File: config.mk
export PLATFORM = sky130hd
export DESIGN_NAME = addr_stack
export DESIGN_NICKNAME = d
export VERILOG_FILES = /design/src/rtl/addr_stack_pkg.sv /design/src/rtl/stack_regfile.sv /design/src/rtl/addr_stack.sv
export SDC_FILE = /design/constraint.sdc
export NUM_CORES = 1
export LEC_CHECK = 0
export ABC_AREA = 1
export BUFFER_PORTS_ARGS = -buffer_cell sky130_fd_sc_hd__buf_2
export CORE_ASPECT_RATIO = 0.7
export CORE_MARGIN = 3
export CORE_UTILIZATION = 50
export DETAILED_ROUTE_END_ITERATION = 16
export GPL_ROUTABILITY_DRIVEN = 0
export PLACE_DENSITY = 0.68
export SLEW_MARGIN = 20
export SYNTH_ARGS = -nofsm -noshare
export SYNTH_HDL_FRONTEND = slang
export SYNTH_SLANG_ARGS = --single-unit
File: constraint.sdc
create_clock -name CLK -period 7.95 [get_ports CLK]
set_input_delay 0 -clock CLK [delete_from_list [all_inputs] [get_ports CLK]]
set_output_delay 0 -clock CLK [all_outputs]
set_load 0.01 [all_outputs]
File: src/rtl/addr_stack_pkg.sv
// addr_stack_pkg: shared defaults and status-word layout for the return-address stack.
package addr_stack_pkg;
    localparam int ADDR_STACK_WIDTH = 16;
    localparam int ADDR_STACK_DEPTH = 16;
    localparam int STAT_EMPTY_BIT     = 0;
    localparam int STAT_FULL_BIT      = 1;
    localparam int STAT_OVERFLOW_BIT  = 2;
    localparam int STAT_UNDERFLOW_BIT = 3;

    function automatic logic [3:0] pack_status(input logic unf, input logic ovf,
                                               input logic ful, input logic emp);
        logic [3:0] s;
        s = '0;
        s[STAT_UNDERFLOW_BIT] = unf;
        s[STAT_OVERFLOW_BIT]  = ovf;
        s[STAT_FULL_BIT]      = ful;
        s[STAT_EMPTY_BIT]     = emp;
        return s;
    endfunction
endpackage

File: src/rtl/stack_regfile.sv
// stack_regfile: DEPTH x WIDTH storage, synchronous write, asynchronous read, no reset.
module stack_regfile #(
    parameter int WIDTH = 16,
    parameter int DEPTH = 16,
    localparam int AW = $clog2(DEPTH)
) (
    input  logic             clk_i,
    input  logic             we_i,
    input  logic [AW-1:0]    waddr_i,
    input  logic [WIDTH-1:0] wdata_i,
    input  logic [AW-1:0]    raddr_i,
    output logic [WIDTH-1:0] rdata_o
);
    logic [WIDTH-1:0] mem_q [DEPTH];

    always_ff @(posedge clk_i) begin
        if (we_i) mem_q[waddr_i] <= wdata_i;
    end

    assign rdata_o = mem_q[raddr_i];
endmodule

File: src/rtl/addr_stack.sv
// addr_stack: bus-mapped return-address stack; write pushes din, read pops the top.
// Sticky overflow/underflow flags exist only when ADDR_STACK_ERR_EN is defined.
module addr_stack
    import addr_stack_pkg::*;
#(
    parameter int WIDTH = ADDR_STACK_WIDTH,
    parameter int DEPTH = ADDR_STACK_DEPTH,
    localparam int CW = $clog2(DEPTH) + 1
) (
    input  logic             CLK,
    input  logic             RST_N,
    input  logic             sel,
    input  logic             write,
    input  logic [WIDTH-1:0] din,
    output logic [WIDTH-1:0] dout,
    output logic [CW-1:0]    count,
    output logic             empty,
    output logic             full,
    output logic             overflow,
    output logic             underflow,
    input  logic             err_clr
);
    localparam int AW = CW - 1;

    logic [CW-1:0]    count_q, count_d;
    logic             sel_q;
    logic             access, push, pop;
    logic [WIDTH-1:0] rdata;

    // One access per select assertion; sel_q resets high so a held sel never fires.
    assign access = sel & ~sel_q;
    assign empty  = count_q == '0;
    assign full   = count_q == CW'(DEPTH);
    assign push   = access & write & ~full;
    assign pop    = access & ~write & ~empty;
    assign count  = count_q;

    always_comb begin
        count_d = push ? count_q + CW'(1) : pop ? count_q - CW'(1) : count_q;
    end

    always_ff @(posedge CLK or negedge RST_N) begin
        if (!RST_N) begin
            count_q <= '0;
            sel_q   <= 1'b1;
        end else begin
            count_q <= count_d;
            sel_q   <= sel;
        end
    end

    stack_regfile #(.WIDTH(WIDTH), .DEPTH(DEPTH)) u_regfile (
        .clk_i  (CLK),
        .we_i   (push),
        .waddr_i(AW'(count_q)),
        .wdata_i(din),
        .raddr_i(AW'(count_q - CW'(1))),
        .rdata_o(rdata)
    );

    assign dout = empty ? '0 : rdata;

`ifdef ADDR_STACK_ERR_EN
    logic ovf_q, ovf_d, unf_q, unf_d;

    // A new error outranks a simultaneous clear.
    always_comb begin
        ovf_d = (access & write & full) | (ovf_q & ~err_clr);
        unf_d = (access & ~write & empty) | (unf_q & ~err_clr);
    end

    always_ff @(posedge CLK or negedge RST_N) begin
        if (!RST_N) begin
            ovf_q <= 1'b0;
            unf_q <= 1'b0;
        end else begin
            ovf_q <= ovf_d;
            unf_q <= unf_d;
        end
    end

    assign overflow  = ovf_q;
    assign underflow = unf_q;
`else
    logic unused_err_clr;

    assign unused_err_clr = err_clr;
    assign overflow       = 1'b0;
    assign underflow      = 1'b0;
`endif
endmodule
# Word-level counts from Yosys, hierarchy flattened
# Memory sizes are Yosys's and may differ from the RTL's.
# Index checks and enable logic that the tools add are counted.
[totals] regBits=6 mem_bits_rw=256 in_bits=21 output_inout_bits=25 elab_cells=22 mem_count=1
[mem_list] memory="u_regfile.mem_q" words=16 word_bits=16 rd=1 rd_clocked_by_memory_dff=0 write_ports=1 line_no="stack_regfile.sv:14" rtl="logic [WIDTH-1:0] mem_q [DEPTH];"
[op_classes] n_addsub=2 eq_ne=1 mux=5 bitwise=9 reduce_logical=2
[op_table] operator="16-bit 2-to-1 mux" n=1
[op_table] operator="5-bit 2-to-1 mux" n=2
[op_table] operator="5-bit by 1-bit adder with 5-bit output (second input constant)" n=1
[op_table] operator="1-bit bitwise AND" n=5
[op_table] operator="5-bit equality test (second input constant)" n=1
[op_table] operator="5-bit zero test" n=1
[op_table] operator="5-bit by 1-bit subtractor with 5-bit output (second input constant)" n=1
[op_table] operator="1-bit inverter" n=4
[op_table] operator="1-bit 2-to-1 mux" n=2
[op_table] operator="2-bit nonzero test" n=1

# Longest topological paths before layout
[depth] word_depth=6 mapped_depth=14 mapped_depth_nobuf=9

# Modules after synthesis
# A second synthesis with hierarchy kept.
[unflattened] cells_unflattened=1164 area_unflattened_um2=11712.5
[modules_own_cells] module="stack_regfile" instances=1 cells_per_inst=1058 area_per_inst_um2=11060.6
[modules_own_cells] module="addr_stack" instances=1 cells_per_inst=106 area_per_inst_um2=651.9

# Worst setup path before layout
# No wires, ideal clock.
[synth_path] path_type="register -> register" startpoint="register count_q[0] (netlist: count[0])" endpoint="memory u_regfile.mem_q[12][0], enable pin" setup_time_ps=409 arrival_ps=2788 setup_slack_ps=4753 stages_incl_launch_ff=10 path_buffers=4 period_less_slack_ps=3197 path_cell_list="dfrtp_1 > buf_2 > inv_2 > buf_2 > buf_2 > ha_1 > nand3_2 > o21ai_1 > buf_4 > nor3_1"
[synth_between] elab_chain_len=5
[synth_rtl] item="from (decl)" line_no="addr_stack.sv:25" rtl="logic [CW-1:0] count_q, count_d;"
[synth_rtl] item="from (signal assigned)" line_no="addr_stack.sv:47" rtl="count_q <= count_d;"
[synth_rtl] item="5-bit equality test" line_no="addr_stack.sv:33" rtl="assign full = count_q == CW'(DEPTH);"
[synth_rtl] item="1-bit inverter" line_no="addr_stack.sv:34" rtl="assign push = access & write & ~full;"
[synth_rtl] item="1-bit bitwise AND" line_no="addr_stack.sv:34"
[synth_rtl] item="1-bit 2-to-1 mux" line_no="stack_regfile.sv:17" rtl="if (we_i) mem_q[waddr_i] <= wdata_i;"
[synth_rtl] item="1-bit 2-to-1 mux (not written as such)" line_no="stack_regfile.sv:17"
[synth_rtl] item="to (decl)" line_no="stack_regfile.sv:14"
# Several ways; a longest one is shown, not always the timed one.

# Final worst setup path
[layout_path] startpoint="register count_q[0] (netlist: count[0])" endpoint="output port dout[15]"
[layout_between] elab_chain_len=3
[layout_rtl] item="5-bit by 1-bit subtractor with 5-bit output" line_no="addr_stack.sv:57" rtl=".raddr_i(AW'(count_q - CW'(1))),"
[layout_rtl] item="memory read 16 x 16 bit"
[layout_rtl] item="16-bit 2-to-1 mux *" line_no="addr_stack.sv:61" rtl="assign dout = empty ? '0 : rdata;"
[layout_rtl] item="to (decl)" line_no="addr_stack.sv:15" rtl="output logic [WIDTH-1:0] dout,"
# Every way passes the cells marked *; elsewhere a longest branch is shown, timed or not.

==> flow_metrics.env <==
export IMPL_worstSkewPairLatency_ps=520
export IMPL_holdWs_ps=152
export IMPL_post_synth_fa_ha_maj_area_fraction=0.00462
export IMPL_hold_path_class="in -> reg"
export IMPL_rsz0062_at_grt="no"
export IMPL_drt_drc_violations_left=0
export IMPL_grt_pass1_vias=6338
export IMPL_postSynthCellCount=934
export IMPL_worst_ep_required_ps=7950
export IMPL_floorplan_initialDensity=0.516
export IMPL_fp_coreArea_sq_um=21000
export IMPL_final_antenna_net_count=0
export IMPL_sequentialPowerShare=0.335
export IMPL_yosysWarningCount=0
export IMPL_dp_cells=1206
export IMPL_criticalPathCategory="reg -> out"
export IMPL_tritoncts="done"
export IMPL_antenna_found_initial=0
export IMPL_layout_drive_gt1_share=0.112
export IMPL_run_status="finished, final reports clean"
export IMPL_detail_route_iter0_violations=688
export IMPL_detail_route_wirelength_um=24700
export IMPL_yosys_mux_area_fraction=0
export IMPL_cts_clk_slew_worst_paths_ps=60
export IMPL_yosys_area_top_type_share=0.710
export IMPL_clock_tree_root_cell="sky130_fd_sc_hd__clkbuf_16"
export IMPL_detailedRoute_firstPassIterationCount=6
export IMPL_synth_compound_area_share=0.0176
export IMPL_global_route_usage_total=0.210
export IMPL_cts_root_to_sink_buffers=3
export IMPL_numClockSinks=262
export IMPL_yosys_top_cells_area="sky130_fd_sc_hd__edfxtp_1 (71%), sky130_fd_sc_hd__nand2_1 (11%), sky130_fd_sc_hd__nand3_1 (8.5%)"
export IMPL_ys_ff_latch=262
export IMPL_critical_path_sink="dout[15]"
export IMPL_finalClockSkew_ps=8.37
export IMPL_path_delay_family="XOR/XNOR gates"
export IMPL_combinationalPowerShare=0.440
export IMPL_critical_path_reg2reg_endpoint="u_regfile.mem_q[10][8]"
export IMPL_count_of_input_and_output_buffers=42
export IMPL_maxSlewHeadroom=0.232
export IMPL_worst_path_max_delay_cell="sky130_fd_sc_hd__xnor2_4"
export IMPL_final_fill_count=1695
export IMPL_detailed_place_hpwl_um=13200
export IMPL_netlist_top_cell_by_area="sky130_fd_sc_hd__edfxtp_1"
export IMPL_area_delta_synth_final_pct=13.3
export IMPL_fp_dieArea_sq_um=23500
export IMPL_cts_repair_timing_setup_buffer_count=0
export IMPL_vias=7038
export IMPL_overall_die_height_um=129
export IMPL_report_final_slew_viol_count=0
export IMPL_p_leak_nw=4.51
export IMPL_maxCapViolations=0
export IMPL_worst_path_stages=8
export IMPL_type_of_destination_of_the_critical_path="output pin"
export IMPL_finalWorstSetupSlack_ps=4220
export IMPL_timing_critical_path_slowest_cell_delay_ps=890
export IMPL_final_min_clock_period_ps=3730
export IMPL_final_setup_viol_count=0
export IMPL_power_per_cell_area_nw_per_um2=399
export IMPL_synth_seq_area_share=0.724
export IMPL_h_tree_lvls=1
export IMPL_achievable_frequency_mhz=268
export IMPL_r2r_start="count[0]"
export IMPL_count_of_cells_resized_by_post_cts_repair=0
export IMPL_numCtsBuffers=24
export IMPL_crit_chain="inv_4, ha_2, xnor2_4, nand3_1, nand3_1, nand2_1, nor2_1, buf_2"
export IMPL_worst_slew_pin_transition_ps=1150
export IMPL_vias_per_cell=5.55
export IMPL_grt_start_max_net_pins=104
export IMPL_crit_path_start="count[0]"
export IMPL_dominant_combinational_cell_family_by_area_after_synthesis="simple AND/OR/NAND/NOR gates"
export IMPL_final_core_utilization=0.585
export IMPL_synth_xor_area_frac=0.00624
export IMPL_critPathArrivalTime_ps=3730
export IMPL_synth_distinct_cells=27
export IMPL_ir_drop_mv=0.339
export IMPL_global_route_wire_length_before_repair_um=37800
export IMPL_grt_ovfl_total=0
export IMPL_floorplan_die_width_um=182
export IMPL_row_count=44
export IMPL_cp_common_cell="sky130_fd_sc_hd__nand3_1"
export IMPL_layout_cells_most_common_list="sky130_fd_sc_hd__nand2_1 (308), sky130_fd_sc_hd__edfxtp_1 (256), sky130_fd_sc_hd__nand3_1 (183), sky130_fd_sc_hd__buf_2 (42), sky130_fd_sc_hd__nor2_1 (33)"
export IMPL_reg2reg_depth=7
export IMPL_post_synth_cell_area_avg_sq_um=11.6
export IMPL_dp_slack_ps=4170
export IMPL_crit_path_max_fanout=51
export IMPL_syn_cell_area_sq_um=10800
export IMPL_layout_commonest_cell="sky130_fd_sc_hd__nand2_1"
export IMPL_setup_reg_to_reg_worst_slack_ps=4330
export IMPL_antenna_cells_inserted=0
export IMPL_post_synth_and_or_nand_nor_area_fraction=0.213
export IMPL_switching_share=0.415
export IMPL_final_hold_viol_count=0
export IMPL_power_net_switching_mw=2.03
export IMPL_avgRoutedWirePerCell_um=19.5
export IMPL_critPathBufInv=2
export IMPL_number_of_ports_placed_on_the_die_boundary=46
export IMPL_timing_setup_tns_ps=0
export IMPL_clock_network_fraction_of_total_power=0.225
export IMPL_num_nets_final=1003
export IMPL_setup_worst_path_start_class="register"
export IMPL_fraction_of_the_cycle_the_final_worst_path_needs=0.469
export IMPL_post_route_insts_no_fill=1269
export IMPL_cellInternalPower_mw=2.86
layout make-up:
cell class	instances	area, sq um	area share
Multi-Input combinational cell	596	2740	0.224
Sequential cell	262	7840	0.639
Inverter	21	81.3	0.00663
Clock inverter	10	92.6	0.00754
Timing Repair Buffer	73	518	0.0422
Clock buffer	31	648	0.0528
Tap cell	276	345	0.0281
cells in the mapped netlist, drive strengths merged:
cell / number
xor2: 5
dfstp: 1
ha: 4
buf: 40
edfxtp: 256
nand2: 311
o21ai: 4
o211ai: 2
nor3: 4
conb: 1
inv: 21
clkbuf: 16
dfrtp: 5
xnor2: 1
a21oi: 31
nor2: 46
nor3b: 1
nand3: 184
nand4: 1
logic make-up (layout without fill, tap and decap cells):
group                      after synthesis  after routing
and+or+nand+nor                        547            547
DFF                                    262            262
buffers and inverters                   77            135
AOI/OAI and AO/OA                       37             37
xor gates and xnor gates                 6              6
adders and majority gates                4              4
other                                    1              2
worst min path at each step:
| stage | from | end | cells after the start |
|---|---|---|---|
| finish | sel | sel_q | 2 |
| global placement | RST_N | count[1] | 1 |
| global route | sel | sel_q | 2 |
| floorplan | RST_N | count[0] | 0 |
| detailed placement | RST_N | count[1] | 1 |
| CTS | sel | sel_q | 2 |
flip-flops by register name, summed over array words and instances (netlist names):
| name | count |
|---|---|
| count | 5 |
| sel_q | 1 |
| u_regfile.mem_q | 256 |
what timing repair did:
| action | CTS | global route |
|---|---|---|
| setup endpoints to repair | 0 | 0 |
| endpoints found under the hold margin | 267 | 0 |
| hold buffers | 21 | 0 |
routing by layer:
metal / GRT usage / routed length (um) / vias up
met2: 0.321 / 10900 / 276
met1: 0.322 / 11400 / 3385
met3: 0.0340 / 1900 / 44
met5: 0 / 0 / -
met4: 0.0510 / 536 / 0
li1: - / - / 3333
power by group through the flow:
stage                     Sequential, mW  Clock [mW]  Combinational [mW]
after CTS                           1.64        1.12                2.16
after global placement              1.66           0                2.08
after detailed placement            1.67           0                2.14
final                               1.64        1.10                2.15
after floorplan                     1.61           0                1.48
after global routing                1.64        1.18                2.39
worst reg2reg max path, stage by stage, from the launching register on:
cell	delay [ps]
sky130_fd_sc_hd__dfrtp_4	810
sky130_fd_sc_hd__inv_4	290
sky130_fd_sc_hd__ha_2	360
sky130_fd_sc_hd__nand3_2	190
sky130_fd_sc_hd__o21ai_2	220
sky130_fd_sc_hd__inv_1	230
sky130_fd_sc_hd__nand2_1	240
sky130_fd_sc_hd__nor2_2	900
metrics by stage:
| stage | area, sq um | total power [mW] |
|---|---|---|
| after floorplan | 10800 | 3.09 |
| after global placement | 11200 | 3.75 |
| after detailed placement | 11300 | 3.80 |
| after CTS | 12200 | 4.92 |
| after global routing | 12300 | 5.21 |
| final | 12300 | 4.89 |
Power figures use the tool's default switching activity.
